<file path="src/rtl/mouse_master_fsm_if.sv">
// PS/2 mouse sequencer bus: transmitter/receiver handshakes and packet outputs.
interface mouse_master_fsm_if;
  logic       SEND_BYTE;
  logic [7:0] BYTE_TO_SEND;
  logic       BYTE_SENT;
  logic       READ_ENABLE;
  logic [7:0] BYTE_READ;
  logic [1:0] BYTE_ERROR_CODE;
  logic       BYTE_READY;
  logic [7:0] MOUSE_STATUS;
  logic [7:0] MOUSE_DX;
  logic [7:0] MOUSE_DY;
  logic       SEND_INTERRUPT;
  logic       INIT_DONE;
  logic [7:0] PKT_ERR_CNT;

  modport master (
    output SEND_BYTE, BYTE_TO_SEND, READ_ENABLE,
    output MOUSE_STATUS, MOUSE_DX, MOUSE_DY,
    output SEND_INTERRUPT, INIT_DONE, PKT_ERR_CNT,
    input  BYTE_SENT, BYTE_READ, BYTE_ERROR_CODE,
    input  BYTE_READY
  );

  modport slave (
    input  SEND_BYTE, BYTE_TO_SEND, READ_ENABLE,
    input  MOUSE_STATUS, MOUSE_DX, MOUSE_DY,
    input  SEND_INTERRUPT, INIT_DONE, PKT_ERR_CNT,
    output BYTE_SENT, BYTE_READ, BYTE_ERROR_CODE,
    output BYTE_READY
  );
endinterface

</file>
<file path="src/rtl/mouse_master_fsm.sv">
// PS/2 mouse top sequencer: reset/enable handshake, then
// 3-byte stream packet assembly with interrupt per packet.
module mouse_master_fsm #(
  parameter int unsigned T_INIT = 5_000_000,
  parameter int unsigned T_RESP = 5_000_000,
  parameter int unsigned T_PKT  = 100_000,
  parameter int unsigned CTR_W  = 24
) (
  input  logic                CLK,
  input  logic                RESET_N,
  mouse_master_fsm_if.master  bus
);

  typedef enum logic [3:0] {
    S_INIT_WAIT, S_SEND_FF, S_WAIT_FF,
    S_ACK_FF, S_SELFTEST, S_ID,
    S_SEND_F4, S_WAIT_F4, S_ACK_F4,
    S_B0, S_B1, S_B2, S_PUBLISH
  } state_e;

  localparam logic [CTR_W-1:0] LIM_INIT =
    CTR_W'(T_INIT - 1);
  localparam logic [CTR_W-1:0] LIM_RESP =
    CTR_W'(T_RESP - 1);
  localparam logic [CTR_W-1:0] LIM_PKT =
    CTR_W'(T_PKT - 1);

  state_e           state_q, state_d;
  logic [CTR_W-1:0] cnt_q, cnt_d;
  logic [CTR_W-1:0] lim;
  logic [7:0]       tx_q, tx_d;
  logic [7:0]       b0_q, b0_d;
  logic [7:0]       b1_q, b1_d;
  logic [7:0]       stat_q, stat_d;
  logic [7:0]       dx_q, dx_d;
  logic [7:0]       dy_q, dy_d;
  logic [7:0]       err_q, err_d;
  logic             err_inc;
  logic             rdy, good, to;
  logic [7:0]       rx;

  assign rdy  = bus.BYTE_READY;
  assign rx   = bus.BYTE_READ;
  assign good = rdy && (bus.BYTE_ERROR_CODE == 2'b00);
  assign to   = (cnt_q == lim);

  // Only timed states count; others keep the counter at 0.
  always_comb begin
    lim = '0;
    unique case (state_q)
      S_INIT_WAIT: lim = LIM_INIT;
      S_WAIT_FF, S_ACK_FF, S_SELFTEST, S_ID,
      S_WAIT_F4, S_ACK_F4: lim = LIM_RESP;
      S_B1, S_B2: lim = LIM_PKT;
      default: lim = '0;
    endcase
  end

  always_comb begin
    state_d = state_q;
    tx_d    = tx_q;
    b0_d    = b0_q;
    b1_d    = b1_q;
    stat_d  = stat_q;
    dx_d    = dx_q;
    dy_d    = dy_q;
    err_inc = 1'b0;
    unique case (state_q)
      S_INIT_WAIT: begin
        if (to) begin
          state_d = S_SEND_FF;
          tx_d    = 8'hFF;
        end
      end
      S_SEND_FF: state_d = S_WAIT_FF;
      S_WAIT_FF: begin
        if (bus.BYTE_SENT) state_d = S_ACK_FF;
        else if (to)       state_d = S_INIT_WAIT;
      end
      S_ACK_FF: begin
        if (rdy)
          state_d = (good && rx == 8'hFA) ?
                    S_SELFTEST : S_INIT_WAIT;
        else if (to) state_d = S_INIT_WAIT;
      end
      S_SELFTEST: begin
        if (rdy)
          state_d = (good && rx == 8'hAA) ?
                    S_ID : S_INIT_WAIT;
        else if (to) state_d = S_INIT_WAIT;
      end
      S_ID: begin
        if (rdy) begin
          if (good && rx == 8'h00) begin
            state_d = S_SEND_F4;
            tx_d    = 8'hF4;
          end else begin
            state_d = S_INIT_WAIT;
          end
        end else if (to) begin
          state_d = S_INIT_WAIT;
        end
      end
      S_SEND_F4: state_d = S_WAIT_F4;
      S_WAIT_F4: begin
        if (bus.BYTE_SENT) state_d = S_ACK_F4;
        else if (to)       state_d = S_INIT_WAIT;
      end
      S_ACK_F4: begin
        if (rdy)
          state_d = (good && rx == 8'hFA) ?
                    S_B0 : S_INIT_WAIT;
        else if (to) state_d = S_INIT_WAIT;
      end
      // Bit 3 of the status byte is always set; use it to resync.
      S_B0: begin
        if (rdy) begin
          if (good && rx[3]) begin
            b0_d    = rx;
            state_d = S_B1;
          end else begin
            err_inc = 1'b1;
          end
        end
      end
      S_B1: begin
        if (rdy) begin
          if (good) begin
            b1_d    = rx;
            state_d = S_B2;
          end else begin
            err_inc = 1'b1;
            state_d = S_B0;
          end
        end else if (to) begin
          err_inc = 1'b1;
          state_d = S_B0;
        end
      end
      S_B2: begin
        if (rdy) begin
          if (good) begin
            stat_d  = b0_q;
            dx_d    = b1_q;
            dy_d    = rx;
            state_d = S_PUBLISH;
          end else begin
            err_inc = 1'b1;
            state_d = S_B0;
          end
        end else if (to) begin
          err_inc = 1'b1;
          state_d = S_B0;
        end
      end
      S_PUBLISH: state_d = S_B0;
      default:   state_d = S_INIT_WAIT;
    endcase
  end

  always_comb begin
    err_d = err_q;
    if (err_inc && err_q != 8'hFF)
      err_d = err_q + 8'd1;
  end

  always_comb begin
    cnt_d = cnt_q;
    if (state_d != state_q) cnt_d = '0;
    else if (cnt_q != lim)  cnt_d = cnt_q + 1'b1;
  end

  always_ff @(posedge CLK or negedge RESET_N) begin
    if (!RESET_N) begin
      state_q <= S_INIT_WAIT;
      cnt_q   <= '0;
      tx_q    <= '0;
      b0_q    <= '0;
      b1_q    <= '0;
      stat_q  <= '0;
      dx_q    <= '0;
      dy_q    <= '0;
      err_q   <= '0;
    end else begin
      state_q <= state_d;
      cnt_q   <= cnt_d;
      tx_q    <= tx_d;
      b0_q    <= b0_d;
      b1_q    <= b1_d;
      stat_q  <= stat_d;
      dx_q    <= dx_d;
      dy_q    <= dy_d;
      err_q   <= err_d;
    end
  end

  assign bus.SEND_BYTE =
    (state_q == S_SEND_FF) || (state_q == S_SEND_F4);
  assign bus.BYTE_TO_SEND = tx_q;
  assign bus.READ_ENABLE =
    (state_q == S_ACK_FF)   || (state_q == S_SELFTEST) ||
    (state_q == S_ID)       || (state_q == S_ACK_F4)   ||
    (state_q == S_B0)       || (state_q == S_B1)       ||
    (state_q == S_B2)       || (state_q == S_PUBLISH);
  assign bus.INIT_DONE =
    (state_q == S_B0) || (state_q == S_B1) ||
    (state_q == S_B2) || (state_q == S_PUBLISH);
  assign bus.SEND_INTERRUPT = (state_q == S_PUBLISH);
  assign bus.MOUSE_STATUS   = stat_q;
  assign bus.MOUSE_DX       = dx_q;
  assign bus.MOUSE_DY       = dy_q;
  assign bus.PKT_ERR_CNT    = err_q;

endmodule

</file>
<file path="src/flat_wrapper.sv">
// flat-port wrapper written by rule: the top's interface ports become plain ports
module mouse_master_fsm_flat 
#(
  parameter int unsigned T_INIT = 5_000_000,
  parameter int unsigned T_RESP = 5_000_000,
  parameter int unsigned T_PKT  = 100_000,
  parameter int unsigned CTR_W  = 24
)
  (CLK, RESET_N, bus_SEND_BYTE, bus_BYTE_TO_SEND, bus_READ_ENABLE, bus_MOUSE_STATUS, bus_MOUSE_DX, bus_MOUSE_DY, bus_SEND_INTERRUPT, bus_INIT_DONE, bus_PKT_ERR_CNT, bus_BYTE_SENT, bus_BYTE_READ, bus_BYTE_ERROR_CODE, bus_BYTE_READY);
  mouse_master_fsm_if bus_i ();
  input  logic CLK;
  input  logic RESET_N;
  output wire logic [$bits(bus_i.SEND_BYTE)-1:0] bus_SEND_BYTE;
  output wire logic [$bits(bus_i.BYTE_TO_SEND)-1:0] bus_BYTE_TO_SEND;
  output wire logic [$bits(bus_i.READ_ENABLE)-1:0] bus_READ_ENABLE;
  output wire logic [$bits(bus_i.MOUSE_STATUS)-1:0] bus_MOUSE_STATUS;
  output wire logic [$bits(bus_i.MOUSE_DX)-1:0] bus_MOUSE_DX;
  output wire logic [$bits(bus_i.MOUSE_DY)-1:0] bus_MOUSE_DY;
  output wire logic [$bits(bus_i.SEND_INTERRUPT)-1:0] bus_SEND_INTERRUPT;
  output wire logic [$bits(bus_i.INIT_DONE)-1:0] bus_INIT_DONE;
  output wire logic [$bits(bus_i.PKT_ERR_CNT)-1:0] bus_PKT_ERR_CNT;
  input wire logic [$bits(bus_i.BYTE_SENT)-1:0] bus_BYTE_SENT;
  input wire logic [$bits(bus_i.BYTE_READ)-1:0] bus_BYTE_READ;
  input wire logic [$bits(bus_i.BYTE_ERROR_CODE)-1:0] bus_BYTE_ERROR_CODE;
  input wire logic [$bits(bus_i.BYTE_READY)-1:0] bus_BYTE_READY;
  assign bus_SEND_BYTE = bus_i.SEND_BYTE;
  assign bus_BYTE_TO_SEND = bus_i.BYTE_TO_SEND;
  assign bus_READ_ENABLE = bus_i.READ_ENABLE;
  assign bus_MOUSE_STATUS = bus_i.MOUSE_STATUS;
  assign bus_MOUSE_DX = bus_i.MOUSE_DX;
  assign bus_MOUSE_DY = bus_i.MOUSE_DY;
  assign bus_SEND_INTERRUPT = bus_i.SEND_INTERRUPT;
  assign bus_INIT_DONE = bus_i.INIT_DONE;
  assign bus_PKT_ERR_CNT = bus_i.PKT_ERR_CNT;
  assign bus_i.BYTE_SENT = bus_BYTE_SENT;
  assign bus_i.BYTE_READ = bus_BYTE_READ;
  assign bus_i.BYTE_ERROR_CODE = bus_BYTE_ERROR_CODE;
  assign bus_i.BYTE_READY = bus_BYTE_READY;
  mouse_master_fsm #(.T_INIT(T_INIT), .T_RESP(T_RESP), .T_PKT(T_PKT), .CTR_W(CTR_W)) u_core (.CLK(CLK), .RESET_N(RESET_N), .bus(bus_i));
endmodule
</file>
<file path="config.mk">
export PLATFORM = sky130hd
export DESIGN_NAME = mouse_master_fsm_flat
export DESIGN_NICKNAME = d
export VERILOG_FILES = /design/src/rtl/mouse_master_fsm_if.sv /design/src/rtl/mouse_master_fsm.sv /design/src/flat_wrapper.sv
export SDC_FILE = /design/constraint.sdc
export NUM_CORES = 1
export LEC_CHECK = 0
export ABC_AREA = 1
export CORE_MARGIN = 1
export CORE_UTILIZATION = 40
export CTS_BUF_LIST = sky130_fd_sc_hd__clkbuf_4 sky130_fd_sc_hd__clkbuf_8
export CTS_CLUSTER_DIAMETER = 30
export DETAILED_ROUTE_END_ITERATION = 8
export PLACE_DENSITY = 0.65
export SLEW_MARGIN = 15
export SYNTH_ARGS = -nofsm -noshare
export SYNTH_HDL_FRONTEND = slang
export SYNTH_SLANG_ARGS = --single-unit
export TNS_END_PERCENT = 50
</file>
<file path="constraint.sdc">
create_clock -name CLK -period 4.3 [get_ports CLK]
set_input_delay 0.86 -clock CLK [delete_from_list [all_inputs] [get_ports CLK]]
set_output_delay 0.86 -clock CLK [all_outputs]
set_load 0.02 [all_outputs]
</file>
==> metrics.md <==
| Metric | Value |
|---|---|
| Outcome | finished clean |
| Worst Tran Pin Value | about 0.97 ns |
| Max-Slew Margin vs Limit | 0.3555 |
| Minimum clock period | 3.387 ns |
| Die extent in x | ~110 um |
| GR met3 Demand/Resource | 0.03556 |
| Core Area | roughly 10000 um^2 |
| Port Buffers | between 50 and 60 |
| Cell taking the most area after synthesis | dfrtp_1 |
| Worst Min Path Start | u_core.b0_q[3] |
| Syn Area/Cell | 8.713 um^2 |
| Critical path fanouts, max | 10 |
| # H-tree levels | 3 |
| Maxcap violations | 0 |
| Clock sink count | 78 |
| Via count | 3389 |
| Critical Path AT | roughly 2.5 ns |
| Top post-synthesis cells by area | dfrtp_1, nand2_1, o21ai_0 |
| EDFF count, synth | 0 |
| DR iter-0 viols | 174 |
| Mapped cell area | ~4300 um^2 |
| Slew Limit Fails | 0 |
| Worst min path class | flip-flop to flip-flop |
| WP data required | about 3.4 ns |
| Non-Filler Instances | about 700 |
| Clock Path Buffers | 2 |
| Worst hold path stage count | 2 |
| Setup TNS | 0 ns |
| Pre-antenna DRT Iters | 4 |
| Met1 GRT Util | 0.2346 |
| Fillcell total | roughly 1000 |
| IO Pins | between 50 and 60 |
| Clk slew on worst S/H paths | 0.09 ns |
| Antenna-violating nets left | 0 |
| Most Crowded Layer GR | met2 |
| Register area share after synthesis | 0.4517 |
| GP Congestion | about 0.92 |
| Postcts setup bufs | 0 |
| Async S/R FF share, synth | 1.000 |
| Fin crit share | 0.7877 |
| R2R cell count | 16 |
| Layout Nets | between 500 and 600 |
| Final setup fails | 0 |
| Fin util | 0.4913 |
| Met2 Use GR | 0.2801 |
| Vias in the first global route | roughly 3300 |
| Initial core utilization | 0.4149 |
| P&R area growth vs syn | 18.41% |
| Fmax achieved | between 200 and 300 MHz |
| Layout cell share with drive strength beyond 1 | 0.1449 |
| Avg Vias per Cell | between 4 and 5 |
| Unrepaired setup endpoints after global routing | no |
| Routed wire length | 9176 um |
| Yosys top cell area share | 0.4517 |
| Hold EP | u_core.b0_q[3] |
| Die ar. | about 11000 um^2 |
| Reg-to-reg endpoint | u_core.cnt_q[0] |
| Crit Path Class | flip-flop to primary output |
| Number of remaining DRC errors | 0 |
| Post-route clock skew | between 0.015 and 0.02 ns |
| Crit-path cells | nor2_8, inv_1, nor3_1, inv_1, o21ai_0, clkdlybuf4s50_1 |
| Hold buffers post-CTS | 0 |
| Slowest-stage cell, CP | clkdlybuf4s50_1 |
| Ant diodes | 0 |
| Initial antenna violation count | 0 |
| Global route overflow | 0 |
| Clk Latency, worst-skew pair | about 0.36 ns |
| First-pass GRT wire length | roughly 16000 um |
| Net Count, Synth | just over 500 |
| Final Hold Viols | 0 |
| Power per cell area | ~340 nW/um^2 |
| Setup slack, reg-to-reg | between 1 and 1.5 ns |
| Worst path most repeated cell | inv_1 |
| Worst setup SP type | flip-flop |
| Total Routing Usage GR | 0.1749 |
| Placed Instances | ~670 |
| Total CTS buffers | 9 |
| Seq. cell area | 1952 um^2 |
| Floorplan row count | 37 |
| Max VDD drop | between 0.2 and 0.25 mV |
| Cells after synthesis | between 400 and 500 |
| Worst R2R Start | u_core.state_q[1] |
| Largest net degree at the start of global routing | 79 |
| Post-CTS resize count | 0 |
| WL/cell | 13.34 um |
| Multi-input gate area | between 1500 and 2000 um^2 |
| Max stage delay on crit path | approximately 0.67 ns |
| Setup crit end kind | primary output |
| Post-synth cell types | 41 |
| CTS root buf | clkbuf_8 |
| Yosys reg bits | slightly below 80 |
| Dominant synthesized flop cell | dfrtp_1 |
| WHS | roughly 0.47 ns |
| DP HPWL | 6715 um |
| CTS tree | built |
| Leakage | 2.328 nW |
| Die height | between 100 and 150 um |
| Synth warn | 0 |
==> cells by family after synthesis <==
group	synth area share
AO/OA/AOI/OAI	0.06920
XOR/XNOR	0.05674
adder cells (fa/ha/maj)	0.005789
buffers and inverters	0.08888
flip-flops	0.4516
multiplexers	0.02316
AND/OR/NAND/NOR	0.3046
==> metrics by stage <==
step	power [W]	cell area (um^2)	worst slack [ns]
global route	0.001832	5117	0.8118
floorplan	0.001159	4322	1.806
CTS	0.001751	5117	0.9223
finish	0.001730	5117	0.9128
global placement	0.001206	4925	0.9356
detailed placement	0.001211	4925	0.8910
==> critical path, delay by kind of cell (launching register included) <==
family	cells	cell delay, ns
compound gates	1	0.17
buf+inv	3	0.86
flops	1	0.58
simple gates	2	0.56
==> placed cells by master (no fill, tap or decap), drive strengths merged, types with 2 or more instances in the layout <==
cell type	count
xor2	24
clkbuf	9
a21oi	5
nand3b	4
mux2	8
nor3	36
ha	2
xnor2	4
o21ai	44
nor2	50
clkdlybuf4s50	56
dfrtp	78
inv	64
nand4	11
nor4	2
buf	4
nand2	111
nand3	30
clkinv	2
==> report_power, final <==
| part | internal (W) | switching (W) | total (W) |
|---|---|---|---|
| clock | 0.000229 | 0.000308 | 0.000537 |
| sequential | 0.000763 | 0.0000500 | 0.000812 |
| combinational | 0.000112 | 0.000268 | 0.000380 |
| total | 0.00110 | 0.000626 | 0.00173 |
==> Yosys cell counts, drive strengths merged, types with 2 or more instances <==
cell and number:
a21oi 5, buf 15, clkbuf 5, dfrtp 78, ha 2, inv 58, mux2 8, nand2 111
nand3 30, nand3b 4, nand4 11, nor2 50, nor3 36, nor4 2, o21ai 44, xnor2 4
xor2 24
==> worst max path at each step <==
stage / start / to / slack, ns
detailed placement: bus_BYTE_READY / u_core.cnt_q[0] / 0.89
CTS: u_core.state_q[1] / bus_INIT_DONE / 0.92
finish: u_core.state_q[1] / bus_INIT_DONE / 0.91
global route: u_core.state_q[1] / bus_INIT_DONE / 0.81
floorplan: u_core.state_q[0] / bus_INIT_DONE / 1.81
global placement: bus_BYTE_READY / u_core.cnt_q[0] / 0.94
==> metal layers <==
metal	up-vias	routed length [um]
met5	-	0
met4	0	160
met3	14	347
met2	87	4280
met1	1582	4388
li1	1706	-
==> flip-flops by register name (all words and copies together), names as in the netlist <==
| register | flops |
|---|---|
| u_core.state_q | 4 |
| u_core.cnt_q | 24 |
| u_core.b0_q | 8 |
| u_core.bus.MOUSE_DX | 8 |
| u_core.bus.PKT_ERR_CNT | 8 |
| u_core.bus.BYTE_TO_SEND | 2 |
| u_core.b1_q | 8 |
| u_core.bus.MOUSE_STATUS | 8 |
| u_core.bus.MOUSE_DY | 8 |
==> layout make-up <==
type,instances,area share
clock inverters,7,0.01345
repair buffers,60,0.1154
well taps,136,0.03325
clock buffers,9,0.02421
flip-flops and latches,78,0.3814
inverters,59,0.04425
multi-input cells,339,0.3880
Note: power is estimated with default switching activity, not from simulation.
